**config.mk**
```make
export PLATFORM = sky130hd
export DESIGN_NAME = iob_cache_read_channel_axi_mo_flat
export DESIGN_NICKNAME = d
export VERILOG_FILES = /design/src/rtl/iob_cache_axi_pkg.sv /design/src/rtl/iob_cache_read_channel_axi_mo_if.sv /design/src/rtl/iob_cache_rd_req_fifo.sv /design/src/rtl/iob_cache_read_channel_axi_mo.sv /design/src/flat_wrapper.sv
export SDC_FILE = /design/constraint.sdc
export NUM_CORES = 1
export LEC_CHECK = 0
export ABC_AREA = 1
export CORE_ASPECT_RATIO = 1.75
export CORE_UTILIZATION = 48
export CTS_BUF_LIST = sky130_fd_sc_hd__clkbuf_4 sky130_fd_sc_hd__clkbuf_8
export DETAILED_ROUTE_END_ITERATION = 7
export MAX_ROUTING_LAYER = met4
export PLACE_DENSITY = 0.83
export SYNTH_ARGS = -nofsm -noshare
export SYNTH_HDL_FRONTEND = slang
export SYNTH_SLANG_ARGS = --single-unit
```
**constraint.sdc**
```tcl
create_clock -name clk_i -period 5.4 [get_ports clk_i]
set_input_delay 1.35 -clock clk_i [delete_from_list [all_inputs] [get_ports clk_i]]
set_output_delay 1.35 -clock clk_i [all_outputs]
set_load 0.02 [all_outputs]
```
**src/rtl/iob_cache_axi_pkg.sv**
```systemverilog
`default_nettype none
// ============================================================================
// Module      : iob_cache_axi_pkg
// Description : AXI encodings shared by the cache back-end blocks.
//               - Burst type encodings.
//               - Response code encodings.
//               - The default ARCACHE attribute loaded on reset.
// Revision    : 1.0 - initial release
// ============================================================================
package iob_cache_axi_pkg;

    typedef enum logic [1:0] {
        AXI_BURST_FIXED = 2'b00,
        AXI_BURST_INCR  = 2'b01,
        AXI_BURST_WRAP  = 2'b10
    } axi_burst_t;

    typedef enum logic [1:0] {
        AXI_RESP_OKAY   = 2'b00,
        AXI_RESP_EXOKAY = 2'b01,
        AXI_RESP_SLVERR = 2'b10,
        AXI_RESP_DECERR = 2'b11
    } axi_resp_t;

    // Modifiable, bufferable normal memory.
    localparam logic [3:0] c_axi_cache_default = 4'b0011;

endpackage
`default_nettype wire

```
**src/rtl/iob_cache_read_channel_axi_mo_if.sv**
```systemverilog
`default_nettype none
// ============================================================================
// Module      : iob_cache_read_channel_axi_mo_if
// Description : AXI4 read-address and read-data channel bundle.
//               master : drives AR payload/valid and rready.
//               slave  : drives arready and the R payload/valid.
// Revision    : 1.0 - initial release
// ============================================================================
interface iob_cache_read_channel_axi_mo_if #(
    parameter int ADDR_W    = 32,
    parameter int BE_DATA_W = 64,
    parameter int AXI_ID_W  = 1,
    parameter int AXI_LEN_W = 8
);
    logic [AXI_ID_W-1:0]  arid;
    logic [ADDR_W-1:0]    araddr;
    logic [AXI_LEN_W-1:0] arlen;
    logic [2:0]           arsize;
    logic [1:0]           arburst;
    logic                 arlock;
    logic [3:0]           arcache;
    logic [2:0]           arprot;
    logic [3:0]           arqos;
    logic                 arvalid;
    logic                 arready;

    logic [AXI_ID_W-1:0]  rid;
    logic [BE_DATA_W-1:0] rdata;
    logic [1:0]           rresp;
    logic                 rlast;
    logic                 rvalid;
    logic                 rready;

    modport master (
        output arid, araddr, arlen, arsize, arburst, arlock, arcache, arprot, arqos, arvalid,
        input  arready,
        input  rid, rdata, rresp, rlast, rvalid,
        output rready
    );

    modport slave (
        input  arid, araddr, arlen, arsize, arburst, arlock, arcache, arprot, arqos, arvalid,
        output arready,
        output rid, rdata, rresp, rlast, rvalid,
        input  rready
    );
endinterface
`default_nettype wire

```
**src/rtl/iob_cache_rd_req_fifo.sv**
```systemverilog
`default_nettype none
// ============================================================================
// Module      : iob_cache_rd_req_fifo
// Description : Line-fill request queue with three pointers:
//               write (push), issue (AR sent) and complete (line done).
//               Entries stay stored until completed, so the entry at the
//               issue pointer is stable while its AR waits for arready.
// Ports       : clk, rst             - clock, sync active-high reset
//               push, push_addr/acache - enqueue a request
//               issue, complete       - advance issue / complete pointers
//               full                  - OUTST entries occupied
//               issue_pending         - entries written but not issued
//               inflight              - entries issued but not completed
//               occupied              - any entry not completed
//               issue_addr/acache     - entry at the issue pointer
//               complete_slot         - slot index of the complete pointer
// Revision    : 1.0 - initial release
// ============================================================================
module iob_cache_rd_req_fifo #(
    parameter int         OUTST      = 4,
    parameter int         ADDR_W     = 27,
    parameter logic [3:0] ACACHE_RST = 4'b0011,
    localparam int        c_pw       = $clog2(OUTST),
    localparam int        c_tw       = (c_pw > 0) ? c_pw : 1
) (
    input  wire logic              clk,
    input  wire logic              rst,
    input  wire logic              push,
    input  wire logic [ADDR_W-1:0] push_addr,
    input  wire logic [3:0]        push_acache,
    input  wire logic              issue,
    input  wire logic              complete,
    output logic                   full,
    output logic                   issue_pending,
    output logic                   inflight,
    output logic                   occupied,
    output logic [ADDR_W-1:0]      issue_addr,
    output logic [3:0]             issue_acache,
    output logic [c_tw-1:0]        complete_slot
);
    localparam logic [c_pw:0] c_depth = (c_pw + 1)'(OUTST);

    logic [c_pw:0]       r_wr;
    logic [c_pw:0]       r_iss;
    logic [c_pw:0]       r_cmp;
    logic [ADDR_W-1:0]   r_addr   [OUTST];
    logic [3:0]          r_acache [OUTST];
    logic [c_tw-1:0]     w_wr_slot;
    logic [c_tw-1:0]     w_iss_slot;
    logic [c_pw:0]       w_used;

    // Pointers carry one wrap bit above the slot index.
    generate
        if (c_pw > 0) begin : g_slot_multi
            assign w_wr_slot     = r_wr[c_pw-1:0];
            assign w_iss_slot    = r_iss[c_pw-1:0];
            assign complete_slot = r_cmp[c_pw-1:0];
        end else begin : g_slot_single
            assign w_wr_slot     = '0;
            assign w_iss_slot    = '0;
            assign complete_slot = '0;
        end
    endgenerate

    assign w_used        = r_wr - r_cmp;
    assign full          = (w_used == c_depth);
    assign issue_pending = (r_iss != r_wr);
    assign inflight      = (r_iss != r_cmp);
    assign occupied      = (r_wr != r_cmp);
    assign issue_addr    = r_addr[w_iss_slot];
    assign issue_acache  = r_acache[w_iss_slot];

    always_ff @(posedge clk) begin
        if (rst) begin
            r_wr  <= '0;
            r_iss <= '0;
            r_cmp <= '0;
            for (int i = 0; i < OUTST; i++) begin
                r_addr[i]   <= '0;
                r_acache[i] <= ACACHE_RST;
            end
        end else begin
            if (push) begin
                r_addr[w_wr_slot]   <= push_addr;
                r_acache[w_wr_slot] <= push_acache;
                r_wr                <= r_wr + 1'b1;
            end
            if (issue) begin
                r_iss <= r_iss + 1'b1;
            end
            if (complete) begin
                r_cmp <= r_cmp + 1'b1;
            end
        end
    end
endmodule
`default_nettype wire

```
**src/rtl/iob_cache_read_channel_axi_mo.sv**
```systemverilog
`default_nettype none
// ============================================================================
// Module      : iob_cache_read_channel_axi_mo
// Description : Multiple-outstanding AXI4 line-fill read channel.
//               Queues line requests, issues one INCR burst per line, streams
//               R beats to the line memory in order and pulses line_done_o one
//               cycle after each terminal beat.
// Ports       : clk_i, reset_i       - clock, sync active-high reset
//               replace_*            - line-fill request handshake
//               read_valid/addr/tag/rdata_o - per-beat memory write
//               line_done_o/line_err_o - line completion + error status
//               busy_o               - work queued, in flight or completing
//               err_cnt_o            - errored-line counter (optional)
//               axi                  - AXI4 AR/R master modport
// Options     : IOB_CACHE_RD_ERR_CNT_EN adds err_cnt_o.
// Revision    : 1.0 - initial release
// ============================================================================
module iob_cache_read_channel_axi_mo
    import iob_cache_axi_pkg::*;
#(
    parameter int         ADDR_W               = 32,
    parameter int         BE_DATA_W            = 64,
    parameter int         LINE2BE_W            = 2,
    parameter int         OUTST                = 4,
    parameter int         AXI_ID_W             = 1,
    parameter int         AXI_ID               = 0,
    parameter int         AXI_LEN_W            = 8,
    parameter logic [3:0] CACHE_AXI_CACHE_MODE = c_axi_cache_default,
    localparam int        c_nb                 = $clog2(BE_DATA_W / 8),
    localparam int        c_line_addr_w        = ADDR_W - c_nb - LINE2BE_W,
    localparam int        c_beat_w             = (LINE2BE_W > 0) ? LINE2BE_W : 1,
    localparam int        c_tag_w              = (OUTST > 1) ? $clog2(OUTST) : 1
) (
    input  wire logic                     clk_i,
    input  wire logic                     reset_i,
    input  wire logic                     replace_valid_i,
    output logic                          replace_ready_o,
    input  wire logic [c_line_addr_w-1:0] replace_addr_i,
    input  wire logic [3:0]               replace_acache_i,
    output logic                          read_valid_o,
    output logic [c_beat_w-1:0]           read_addr_o,
    output logic [c_tag_w-1:0]            read_tag_o,
    output logic [BE_DATA_W-1:0]          read_rdata_o,
    output logic                          line_done_o,
    output logic                          line_err_o,
    output logic                          busy_o,
`ifdef IOB_CACHE_RD_ERR_CNT_EN
    output logic [15:0]                   err_cnt_o,
`endif
    iob_cache_read_channel_axi_mo_if.master axi
);
    localparam logic [c_beat_w-1:0] c_last_beat = c_beat_w'((1 << LINE2BE_W) - 1);

    logic                     w_full;
    logic                     w_issue_pending;
    logic                     w_inflight;
    logic                     w_occupied;
    logic                     w_push;
    logic                     w_issue;
    logic                     w_beat;
    logic                     w_term;
    logic                     w_beat_err;
    logic                     w_unused_rid;
    logic [c_line_addr_w-1:0] w_issue_addr;
    logic [3:0]               w_issue_acache;
    logic [c_tag_w-1:0]       w_cmp_slot;

    logic [c_beat_w-1:0]      r_beat;
    logic                     r_sticky;
    logic                     r_done;
    logic                     r_err;

    iob_cache_rd_req_fifo #(
        .OUTST      (OUTST),
        .ADDR_W     (c_line_addr_w),
        .ACACHE_RST (CACHE_AXI_CACHE_MODE)
    ) u_req_fifo (
        .clk           (clk_i),
        .rst           (reset_i),
        .push          (w_push),
        .push_addr     (replace_addr_i),
        .push_acache   (replace_acache_i),
        .issue         (w_issue),
        .complete      (r_done),
        .full          (w_full),
        .issue_pending (w_issue_pending),
        .inflight      (w_inflight),
        .occupied      (w_occupied),
        .issue_addr    (w_issue_addr),
        .issue_acache  (w_issue_acache),
        .complete_slot (w_cmp_slot)
    );

    assign w_push     = replace_valid_i && !w_full;
    assign w_issue    = axi.arvalid && axi.arready;
    assign w_beat     = axi.rvalid && axi.rready;
    assign w_term     = (r_beat == c_last_beat);
    assign w_beat_err = (axi.rresp != AXI_RESP_OKAY) || (axi.rlast != w_term);
    // Responses are in order and a single ID is used, so RID carries no information.
    assign w_unused_rid = ^axi.rid;

    assign replace_ready_o = !w_full;

    assign axi.arvalid = w_issue_pending;
    assign axi.araddr  = {w_issue_addr, {(LINE2BE_W + c_nb){1'b0}}};
    assign axi.arlen   = AXI_LEN_W'((1 << LINE2BE_W) - 1);
    assign axi.arsize  = 3'(c_nb);
    assign axi.arburst = AXI_BURST_INCR;
    assign axi.arid    = AXI_ID_W'(AXI_ID);
    assign axi.arlock  = 1'b0;
    assign axi.arcache = w_issue_acache;
    assign axi.arprot  = 3'b000;
    assign axi.arqos   = 4'b0000;

    // The complete pointer moves only at the end of the done cycle, so R is
    // held off for that cycle to keep the next line's beats from landing on
    // the slot that is still being retired.
    assign axi.rready = w_inflight && !r_done;

    assign read_valid_o = w_beat;
    assign read_rdata_o = axi.rdata;
    assign read_addr_o  = r_beat;
    assign read_tag_o   = w_cmp_slot;
    assign line_done_o  = r_done;
    assign line_err_o   = r_err;
    assign busy_o       = w_occupied || r_done;

    always_ff @(posedge clk_i) begin
        if (reset_i) begin
            r_beat   <= '0;
            r_sticky <= 1'b0;
            r_done   <= 1'b0;
            r_err    <= 1'b0;
        end else begin
            r_done <= w_beat && w_term;
            r_err  <= w_beat && w_term && (r_sticky || w_beat_err);
            if (w_beat) begin
                if (w_term) begin
                    r_beat   <= '0;
                    r_sticky <= 1'b0;
                end else begin
                    r_beat   <= r_beat + 1'b1;
                    r_sticky <= r_sticky || w_beat_err;
                end
            end
        end
    end

`ifdef IOB_CACHE_RD_ERR_CNT_EN
    logic [15:0] r_err_cnt;

    always_ff @(posedge clk_i) begin
        if (reset_i) begin
            r_err_cnt <= '0;
        end else if (r_done && r_err && (r_err_cnt != 16'hFFFF)) begin
            r_err_cnt <= r_err_cnt + 16'd1;
        end
    end

    assign err_cnt_o = r_err_cnt;
`endif
endmodule
`default_nettype wire
```
**src/flat_wrapper.sv**
```systemverilog
// flat-port wrapper written by rule: the top's interface ports become plain ports
module iob_cache_read_channel_axi_mo_flat import iob_cache_axi_pkg::*;
#(
    parameter int         ADDR_W               = 32,
    parameter int         BE_DATA_W            = 64,
    parameter int         LINE2BE_W            = 2,
    parameter int         OUTST                = 4,
    parameter int         AXI_ID_W             = 1,
    parameter int         AXI_ID               = 0,
    parameter int         AXI_LEN_W            = 8,
    parameter logic [3:0] CACHE_AXI_CACHE_MODE = c_axi_cache_default,
    localparam int        c_nb                 = $clog2(BE_DATA_W / 8),
    localparam int        c_line_addr_w        = ADDR_W - c_nb - LINE2BE_W,
    localparam int        c_beat_w             = (LINE2BE_W > 0) ? LINE2BE_W : 1,
    localparam int        c_tag_w              = (OUTST > 1) ? $clog2(OUTST) : 1
)
  (clk_i, reset_i, replace_valid_i, replace_ready_o, replace_addr_i, replace_acache_i, read_valid_o, read_addr_o, read_tag_o, read_rdata_o, line_done_o, line_err_o, busy_o, axi_arid, axi_araddr, axi_arlen, axi_arsize, axi_arburst, axi_arlock, axi_arcache, axi_arprot, axi_arqos, axi_arvalid, axi_arready, axi_rid, axi_rdata, axi_rresp, axi_rlast, axi_rvalid, axi_rready);
  iob_cache_read_channel_axi_mo_if #(.ADDR_W(ADDR_W), .BE_DATA_W(BE_DATA_W), .AXI_ID_W(AXI_ID_W), .AXI_LEN_W(AXI_LEN_W)) axi_i ();
  input  wire logic clk_i;
  input  wire logic reset_i;
  input  wire logic replace_valid_i;
  output logic replace_ready_o;
  input  wire logic [c_line_addr_w-1:0] replace_addr_i;
  input  wire logic [3:0] replace_acache_i;
  output logic read_valid_o;
  output logic [c_beat_w-1:0] read_addr_o;
  output logic [c_tag_w-1:0] read_tag_o;
  output logic [BE_DATA_W-1:0] read_rdata_o;
  output logic line_done_o;
  output logic line_err_o;
  output logic busy_o;
  output wire logic [$bits(axi_i.arid)-1:0] axi_arid;
  output wire logic [$bits(axi_i.araddr)-1:0] axi_araddr;
  output wire logic [$bits(axi_i.arlen)-1:0] axi_arlen;
  output wire logic [$bits(axi_i.arsize)-1:0] axi_arsize;
  output wire logic [$bits(axi_i.arburst)-1:0] axi_arburst;
  output wire logic [$bits(axi_i.arlock)-1:0] axi_arlock;
  output wire logic [$bits(axi_i.arcache)-1:0] axi_arcache;
  output wire logic [$bits(axi_i.arprot)-1:0] axi_arprot;
  output wire logic [$bits(axi_i.arqos)-1:0] axi_arqos;
  output wire logic [$bits(axi_i.arvalid)-1:0] axi_arvalid;
  input wire logic [$bits(axi_i.arready)-1:0] axi_arready;
  input wire logic [$bits(axi_i.rid)-1:0] axi_rid;
  input wire logic [$bits(axi_i.rdata)-1:0] axi_rdata;
  input wire logic [$bits(axi_i.rresp)-1:0] axi_rresp;
  input wire logic [$bits(axi_i.rlast)-1:0] axi_rlast;
  input wire logic [$bits(axi_i.rvalid)-1:0] axi_rvalid;
  output wire logic [$bits(axi_i.rready)-1:0] axi_rready;
  assign axi_arid = axi_i.arid;
  assign axi_araddr = axi_i.araddr;
  assign axi_arlen = axi_i.arlen;
  assign axi_arsize = axi_i.arsize;
  assign axi_arburst = axi_i.arburst;
  assign axi_arlock = axi_i.arlock;
  assign axi_arcache = axi_i.arcache;
  assign axi_arprot = axi_i.arprot;
  assign axi_arqos = axi_i.arqos;
  assign axi_arvalid = axi_i.arvalid;
  assign axi_i.arready = axi_arready;
  assign axi_i.rid = axi_rid;
  assign axi_i.rdata = axi_rdata;
  assign axi_i.rresp = axi_rresp;
  assign axi_i.rlast = axi_rlast;
  assign axi_i.rvalid = axi_rvalid;
  assign axi_rready = axi_i.rready;
  iob_cache_read_channel_axi_mo #(.ADDR_W(ADDR_W), .BE_DATA_W(BE_DATA_W), .LINE2BE_W(LINE2BE_W), .OUTST(OUTST), .AXI_ID_W(AXI_ID_W), .AXI_ID(AXI_ID), .AXI_LEN_W(AXI_LEN_W), .CACHE_AXI_CACHE_MODE(CACHE_AXI_CACHE_MODE)) u_core (.clk_i(clk_i), .reset_i(reset_i), .replace_valid_i(replace_valid_i), .replace_ready_o(replace_ready_o), .replace_addr_i(replace_addr_i), .replace_acache_i(replace_acache_i), .read_valid_o(read_valid_o), .read_addr_o(read_addr_o), .read_tag_o(read_tag_o), .read_rdata_o(read_rdata_o), .line_done_o(line_done_o), .line_err_o(line_err_o), .busy_o(busy_o), .axi(axi_i));
endmodule
```
# Word-level counts from Yosys, hierarchy flattened
# Memory sizes are Yosys's and may differ from the RTL's. A register that Yosys moved wholly into a read port is not among the register bits.
# Index checks and enable logic that the tools add are counted.
dict set report classes {
  addsub 5
  mux 17
  reduce_logical 14
  eq_ne 6
}
# operator count
set op_table {}
lappend op_table {{2-to-1 mux 27 bit} 1}
lappend op_table {{OR reduction 27 bit} 1}
lappend op_table {{2-to-1 mux 2 bit} 7}
lappend op_table {{adder 3 x 1 -> 3 bit (second input constant)} 3}
lappend op_table {{!= test 3 bit} 3}
lappend op_table {{2-to-1 mux 1 bit} 8}
lappend op_table {{logical AND 1 bit} 6}
lappend op_table {{2-to-1 mux 4 bit} 1}
lappend op_table {{OR reduction 4 bit} 1}
lappend op_table {{== test 3 bit (second input constant)} 1}
lappend op_table {{logical OR 1 bit} 3}
lappend op_table {{subtractor 3 bit} 1}
lappend op_table {{adder 2 x 1 -> 2 bit (second input constant)} 1}
lappend op_table {{== test 2 bit (second input constant)} 1}
lappend op_table {{zero test 1 bit} 2}
lappend op_table {{nonzero test 2 bit} 1}
lappend op_table {{!= test 1 bit} 1}
dict set report word_totals {
  n_memories 2
  inputBits 104
  mem_bits_rw 124
  reg_bits 14
  elab_cells 51
  output_inout_bits 133
}
# name depth word_bits rd rd_clocked_by_memory_dff wr line_no
set memory_table {}
lappend memory_table {u_core.u_req_fifo.r_addr 4 27 1 1 4 iob_cache_rd_req_fifo.sv:46} ;# logic [ADDR_W-1:0] r_addr [OUTST];
lappend memory_table {u_core.u_req_fifo.r_acache 4 4 1 1 4 iob_cache_rd_req_fifo.sv:47} ;# logic [3:0] r_acache [OUTST];

# Longest topological paths before layout
# Gate-level depths: netlist of the first run.
dict set report logic_depth {
  word_depth 9
  depth_mapped 14
  ltp_nobuf 11
}

# Modules after synthesis
# Synthesis of the first run repeated with hierarchy kept, for this count alone.
dict set report unflattened {
  cells_unflattened 725
  area_unflattened_um2 6931.6
}
# module seq_area_each_um2 cells_per_inst area_each_um2 n_inst
set by_module_without_submodules {}
lappend by_module_without_submodules {iob_cache_rd_req_fifo 3943.8 587 5963.2 1}
lappend by_module_without_submodules {iob_cache_read_channel_axi_mo 100.1 138 968.4 1}

# Worst setup path before layout of the first run
# OpenSTA, ideal clock, no wires.
dict set report synth_path {
  kind {register to register}
  start {register u_core.u_req_fifo.r_wr[0]}
  end {memory u_core.u_req_fifo.r_acache[0][0] (enable)}
  synth_period_minus_slack_ns 4.537
  n_path_buf 2
  arrival_ns 4.074
  setup_ns 0.462
  t_required_ns 4.938
  path_stages_with_launch 11
  setup_slack_ns 0.863
  path_cell_list {dfxtp_1 > buf_2 > clkinv_1 > buf_1 > ha_1 > inv_1 > a21oi_1 > nand2_1 > nand3_4 > nand4_4 > o21ai_0}
}
# item line_no
set synth_lines {}
lappend synth_lines {{from (decl)} iob_cache_rd_req_fifo.sv:43} ;# logic [c_pw:0] r_wr;
lappend synth_lines {{from (signal assigned)} iob_cache_rd_req_fifo.sv:86} ;# r_wr <= r_wr + 1'b1;
lappend synth_lines {{to (decl)} iob_cache_rd_req_fifo.sv:47}

==> results of run 1 <==
==> synth_stat cells <==
master,n,area [um2]
a21oi_1,5,25.0
buf_1,1,3.75
buf_2,7,35.0
buf_4,94,706
buf_6,7,78.8
clkbuf_1,27,101
clkinv_1,2,7.51
conb_1,2,7.51
dfxtp_1,16,320
edfxtp_1,124,3720
ha_1,6,75.1
inv_1,49,184
inv_2,2,7.51
nand2_1,39,146
nand2_2,1,6.26
nand3_1,6,30.0
nand3_2,1,10.0
nand3_4,1,17.5
nand4_1,3,18.8
nand4_4,2,42.5
nor2_1,108,405
nor3_1,30,150
nor3_2,58,581
o21ai_0,69,345
o21ai_2,1,8.76
o22ai_1,31,194
xnor2_1,7,61.3
xor2_1,2,17.5
==> routing by layer <==
layer | global-route usage [%] | vias to the layer above | share of wire, %
met5 | - | - | 0
met4 | 16.1 | 0 | 6.8
met3 | 10.7 | 80 | 13
met2 | 38.8 | 218 | 50
met1 | 23.1 | 2363 | 30
li1 | - | 2285 | -
==> power by group <==
group,internal (uW),switching (uW),total (uW)
Clock,510,397,907
Sequential,1290,34.2,1320
Combinational,372,637,1010
==> sequential cells by signal, summed over array words and instances, names as in the netlist, named ones only <==
name	cells
u_core.u_req_fifo.r_addr	108
u_core.u_req_fifo.r_acache	16
u_core.u_req_fifo.r_cmp	3
u_core.u_req_fifo.r_wr	3
u_core.read_addr_o	2
u_core.u_req_fifo.r_iss	3
u_core.line_done_o	1
u_core.line_err_o	1
u_core.r_sticky	1
==> logic make-up (layout without fill, tap and decap cells) <==
logic type | after synthesis | count (layout) | synth area share [%]
other cells | 2 | 27 | 0.103
fa+ha+maj | 6 | 6 | 1.03
simple gates | 249 | 249 | 19.3
buf+inv | 189 | 179 | 15.4
xor+xnor | 9 | 9 | 1.08
flops | 140 | 140 | 55.3
compound gates | 106 | 106 | 7.84
==> through the flow <==
step	instances	area (um2)	worst slack (ps)	total power [uW]	hold WS, ps
global route	899	8110	894	3380	566
detailed placement	867	7680	1230	2360	503
floorplan	726	7400	863	2030	475
CTS	899	8110	1060	3250	518
finish	899	8110	1060	3240	509
global placement	867	7680	1230	2340	508
==> worst min-delay path by stage <==
| stage | startpoint | end | slack, ps | depth (start not counted) |
|---|---|---|---|---|
| global route | u_core.r_sticky$_SDFFE_PP0N_ | u_core.line_err_o$_SDFF_PP0_ | 570 | 2 |
| floorplan | u_core.r_sticky$_SDFFE_PP0N_ | u_core.line_err_o$_SDFF_PP0_ | 470 | 2 |
| finish | u_core.r_sticky$_SDFFE_PP0N_ | u_core.line_err_o$_SDFF_PP0_ | 510 | 2 |
| CTS | u_core.r_sticky$_SDFFE_PP0N_ | u_core.line_err_o$_SDFF_PP0_ | 520 | 2 |
| detailed placement | u_core.r_sticky$_SDFFE_PP0N_ | u_core.r_sticky$_SDFFE_PP0N_ | 500 | 4 |
| global placement | u_core.r_sticky$_SDFFE_PP0N_ | u_core.r_sticky$_SDFFE_PP0N_ | 510 | 4 |
==> final cells by class <==
type	count	area, um2	area share (%)
sequential	140	4050	49.9
tap	183	229	2.82
timing repair buffer	94	931	11.5
clock buffer	18	241	2.98
multi-input combinational	397	2270	28.0
clock inverter	14	194	2.39
inverter	53	199	2.45
==> critical path, delay by kind of cell, from the launching register on <==
family,cells,cell delay [ps]
AOI/OAI and AO/OA,2,390
buffers and inverters,3,1830
DFF,1,330
==> run summary, run 1 <==
Status: completed
Clk_lat worst skew: 430 ps
Fin. max-slew vios: 0
Critical Path Fanout Max: 35
Die Height: 165 um
Worst R2R End: u_core.u_req_fifo.r_addr[3][11]$_DFFE_PP_
Setup Buffers After CTS: 0
CP required: 4050 ps
Max clock buf depth: 2
CP arrival: 2990 ps
Drt wl/cell: 19.7 um
Post-route ant nets: 0
Port bufs: 80
Vias in the first global route: 4,696
First-pass GRT wire length: 26,400 um
DP Wirelength: 12,000 um
Share of layout cells above drive strength 1: 16.3%
Hold Crit Class: reg -> reg
Worst R2R Start: u_core.u_req_fifo.r_cmp[1]$_SDFFE_PP0P_
Number of hold buffers added after cts: 0
Gpl congestion: 0.796
Synth-to-layout area growth: 11.0%
Syn Area/Cell: 10.4 um2
Avg Vias per Cell: 5.50
H-tree lvl count: 4
CTS-repair resized insts: 0
CTS tree: yes
Layout net count: 813
Worst-Margin Slew: 995 ps
CTS Buf Count: 17
Synth Instances: 701
Seq/Total Area, Yosys: 55.3%
Site row count: 59
Die width: 95.3 um
Congestion Overflow GR: 0
# diodes: 0
Core ar.: 0.0148 mm2
Reg2reg setup slack: 2340 ps
Yosys warns: 0
Setup TNS Final: 0 ps
Final setup fails: 0
Initial antenna violation count: 0
Root Buffer: clkbuf_8
Commonest cells after routing, fill and taps aside: edfxtp_1, nor2_1, clkdlybuf4s50_1
Post-Syn Area: 0.00731 mm2
Tmin final: 4340 ps
Pre-antenna DRT Iters: 4
RSZ-0062 raised after global routing: no
Flops & latches, synth: 140
Final Cycle Share: 80.4%
Final Skew: 5.68 ps
DIE AREA: 0.0157 mm2
Max-cap violations: 0
Leak: 0.00302 uW
Via count: 4,946
CP endpoint: axi_araddr[6]
# IOs: 237
PD cells: 399 mW/mm2
CP max stage cell: clkinv_1
Layout fillers: 1,218
Drc violations: 0
Netlist cell types: 28
DRT iter0 DRCs: 353
Fin. Hold Viols: 0
Relative slew slack: 33.5%
Crit-path max cell delay: 710 ps
Worst r2r path cells: 10
Starting Density: 49.3%
Total Wirelength: 17,700 um
CP Capture Type: output pin
Commonest non-fill, non-tap cell in the layout: edfxtp_1
Clock sink total: 140
Critical path, cell by cell: clkinv_1 > buf_4 > o21ai_0 > o22ai_1 > clkdlybuf4s50_1
Total track usage: 24.2%
Startpoint Class: flip-flop
Peak Freq: 230 MHz
Final core occ: 54.7%
Clock Pin Slew Worst Setup and Hold Paths: 80 ps
Setup Crit Path Kind: reg -> out
VDD IR max: 0.271 mV
Largest net degree at the start of global routing: 63
Note: power is estimated with default switching activity, not from simulation.
==> run 2: changes to the inputs <==
--- a/config.mk
+++ b/config.mk
@@ -7,11 +7,11 @@
 export LEC_CHECK = 0
 export ABC_AREA = 1
 export CORE_ASPECT_RATIO = 1.75
-export CORE_UTILIZATION = 48
+export CORE_UTILIZATION = 43
 export CTS_BUF_LIST = sky130_fd_sc_hd__clkbuf_4 sky130_fd_sc_hd__clkbuf_8
 export DETAILED_ROUTE_END_ITERATION = 7
 export MAX_ROUTING_LAYER = met4
-export PLACE_DENSITY = 0.83
+export PLACE_DENSITY = 0.78
 export SYNTH_ARGS = -nofsm -noshare
 export SYNTH_HDL_FRONTEND = slang
 export SYNTH_SLANG_ARGS = --single-unit
==> constraint.sdc (replaced) <==
create_clock -name clk_i -period 3.9 [get_ports clk_i]
set_input_delay 0.975 -clock clk_i [delete_from_list [all_inputs] [get_ports clk_i]]
set_output_delay 0.975 -clock clk_i [all_outputs]
set_load 0.02 [all_outputs]
==> run summary, run 2 (synthesis results as in run 1) <==
PD cells: 560 mW/mm2
Drt wl/cell: 19.7 um
First-pass GRT wire length: 27,700 um
Die Height: 174 um
Die width: 101 um
Final Skew: 11.8 ps
Critical Path Fanout Max: 18
Clock Pin Slew Worst Setup and Hold Paths: 80 ps
Core ar.: 0.0165 mm2
Site row count: 62
Via count: 4,879
Tmin final: 3480 ps
Peak Freq: 287 MHz
Setup TNS Final: 0 ps
Routing usage on met3: 11.4%
Share of layout cells above drive strength 1: 17.1%
Status: completed
Reg2reg setup slack: 1410 ps
Setup Crit Path Kind: reg -> out
CP max stage cell: clkdlybuf4s50_1
Cell total after placement: 913
Most flops, register: u_core.u_req_fifo.r_addr
Final Cycle Share: 89.2%
Drc violations: 0
Avg Vias per Cell: 5.16
Worst R2R End: u_core.u_req_fifo.r_addr[3][10]$_DFFE_PP_
Met2 Resource Use GR: 35.9%
Initial antenna violation count: 1
Largest net degree at the start of global routing: 63
Vias in the first global route: 4,825
Commonest non-fill, non-tap cell in the layout: edfxtp_1
M1 GR Usage: 20.9%
Congestion Overflow GR: 0
Hold path endpoint: u_core.line_err_o$_SDFF_PP0_
Total Wirelength: 18,700 um
Fin. max-slew vios: 0
CTS tree: yes
Layout net count: 818
Starting Density: 44.2%
# IOs: 237
Critical path, cell by cell: buf_4 > inv_1 > buf_12 > o21ai_0 > o22ai_1 > clkdlybuf4s50_1
Clock sink total: 140
H-tree lvl count: 4
Busiest grt layer: met2
Leak: 0.00307 uW
Max clock buf depth: 2
Worst-Margin Slew: 654 ps
Number of flip-flops in the largest register: 108
Worst R2R Start: u_core.u_req_fifo.r_cmp[1]$_SDFFE_PP0P_
CTS-repair resized insts: 0
Post-route ant nets: 0
DP Wirelength: 12,900 um
Port bufs: 80
CTS Buf Count: 17
CP arrival: 2500 ps
CP Capture Type: output pin
Root Buffer: clkbuf_8
VDD IR max: 0.336 mV
Clk_lat worst skew: 450 ps
DRT iter0 DRCs: 308
Commonest cells after routing, fill and taps aside: edfxtp_1, nor2_1, clkdlybuf4s50_1
Crit-path max cell delay: 670 ps
Total track usage: 22.5%
Worst r2r path cells: 11
Layout fillers: 1,438
CP required: 2920 ps
Gpl congestion: 0.845
Number of hold buffers added after cts: 0
Hold Crit Depth: 2
Synth-to-layout area growth: 13.1%
Worst hold start: u_core.r_sticky$_SDFFE_PP0N_
Setup Buffers After CTS: 0
Max-cap violations: 0
Final setup fails: 0
Largest regs: u_core.u_req_fifo.r_addr: 108 flops, u_core.u_req_fifo.r_acache: 16 flops
Fin. Hold Viols: 0
RSZ-0062 raised after global routing: no
Hold Crit Class: reg -> reg
Startpoint Class: flip-flop
Finished Layout Cells: 946
Pre-antenna DRT Iters: 5
Relative slew slack: 56.4%
DIE AREA: 0.0175 mm2
[run 2: cell types whose count changed in the layout (fill, tap and decap cells not counted), sizes merged]
cell    delta
buf        +5
inv        +4
bufinv     +1
clkbuf     -1
clkinv     -4
diode      +1
[run 2: per-stage QoR]
stage / setup slack, ps / hold slack, ps / cell area (um2) / utilization, % / power, uW
5_1_grt: 247 / 540 / 8260 / 50.0 / 4820
3_3_place_gp: 606 / 503 / 7790 / 47.2 / 3290
2_1_floorplan: 161 / 475 / 7400 / - / 2800
4_1_cts: 350 / 521 / 8260 / 50.0 / 4650
3_5_place_dp: 589 / 503 / 7790 / 47.2 / 3310
6_report: 420 / 513 / 8260 / 50.0 / 4620
[run 2: critical path: cells and delay by family, from the launching register on]
family	cells	cell delay (ps)
flip-flops	1	300
AO/OA/AOI/OAI	2	300
buffers and inverters	4	1460
[run 2: worst max-delay path by stage]
stage	from	to	slack (ps)	cells past startpoint
3_3_place_gp	axi_rvalid	read_valid_o	610	4
4_1_cts	flip-flop	axi_araddr[12]	350	4
5_1_grt	flip-flop	axi_araddr[31]	250	5
6_report	flip-flop	axi_araddr[24]	420	6
3_5_place_dp	axi_rvalid	read_valid_o	590	4
2_1_floorplan	u_core.u_req_fifo.r_wr[0]$_SDFFE_PP0P_	u_core.u_req_fifo.r_acache[3][0]$_DFFE_PP_	160	13
[run 2: area by class of cell]
type | count | area [um2] | share of cell area (%)
inverter | 53 | 199 | 2.41
sequential | 140 | 4050 | 49.0
antenna | 1 | 2.50 | 0.0303
clock inverter | 15 | 235 | 2.85
clock buffer | 17 | 234 | 2.83
multi-input combinational | 397 | 2270 | 27.5
timing repair buffer | 99 | 993 | 12.0
tap | 224 | 280 | 3.39
[run 2: where the power goes]
group | switching [uW] | total, uW | leakage [uW] | internal (uW)
logic | 896 | 1430 | 0.00145 | 539
clock network | 585 | 1360 | 0.000228 | 774
registers | 47.7 | 1830 | 0.00139 | 1780
total | 1530 | 4620 | 0.00307 | 3100
[run 2: metal layers]
| metal | up-vias | wire [um] |
|---|---|---|
| li1 | 2295 | - |
| met1 | 2306 | 5600 |
| met2 | 198 | 9300 |
| met3 | 80 | 2550 |
| met4 | 0 | 1200 |
| met5 | - | 0 |
==> run 3: changes to the inputs <==
--- a/config.mk
+++ b/config.mk
@@ -12,6 +12,7 @@
 export DETAILED_ROUTE_END_ITERATION = 7
 export MAX_ROUTING_LAYER = met4
 export PLACE_DENSITY = 0.78
+export SLEW_MARGIN = 20
 export SYNTH_ARGS = -nofsm -noshare
 export SYNTH_HDL_FRONTEND = slang
 export SYNTH_SLANG_ARGS = --single-unit
==> results of run 3 <==
Final layout, timing and power as in run 2 (identical DEF).
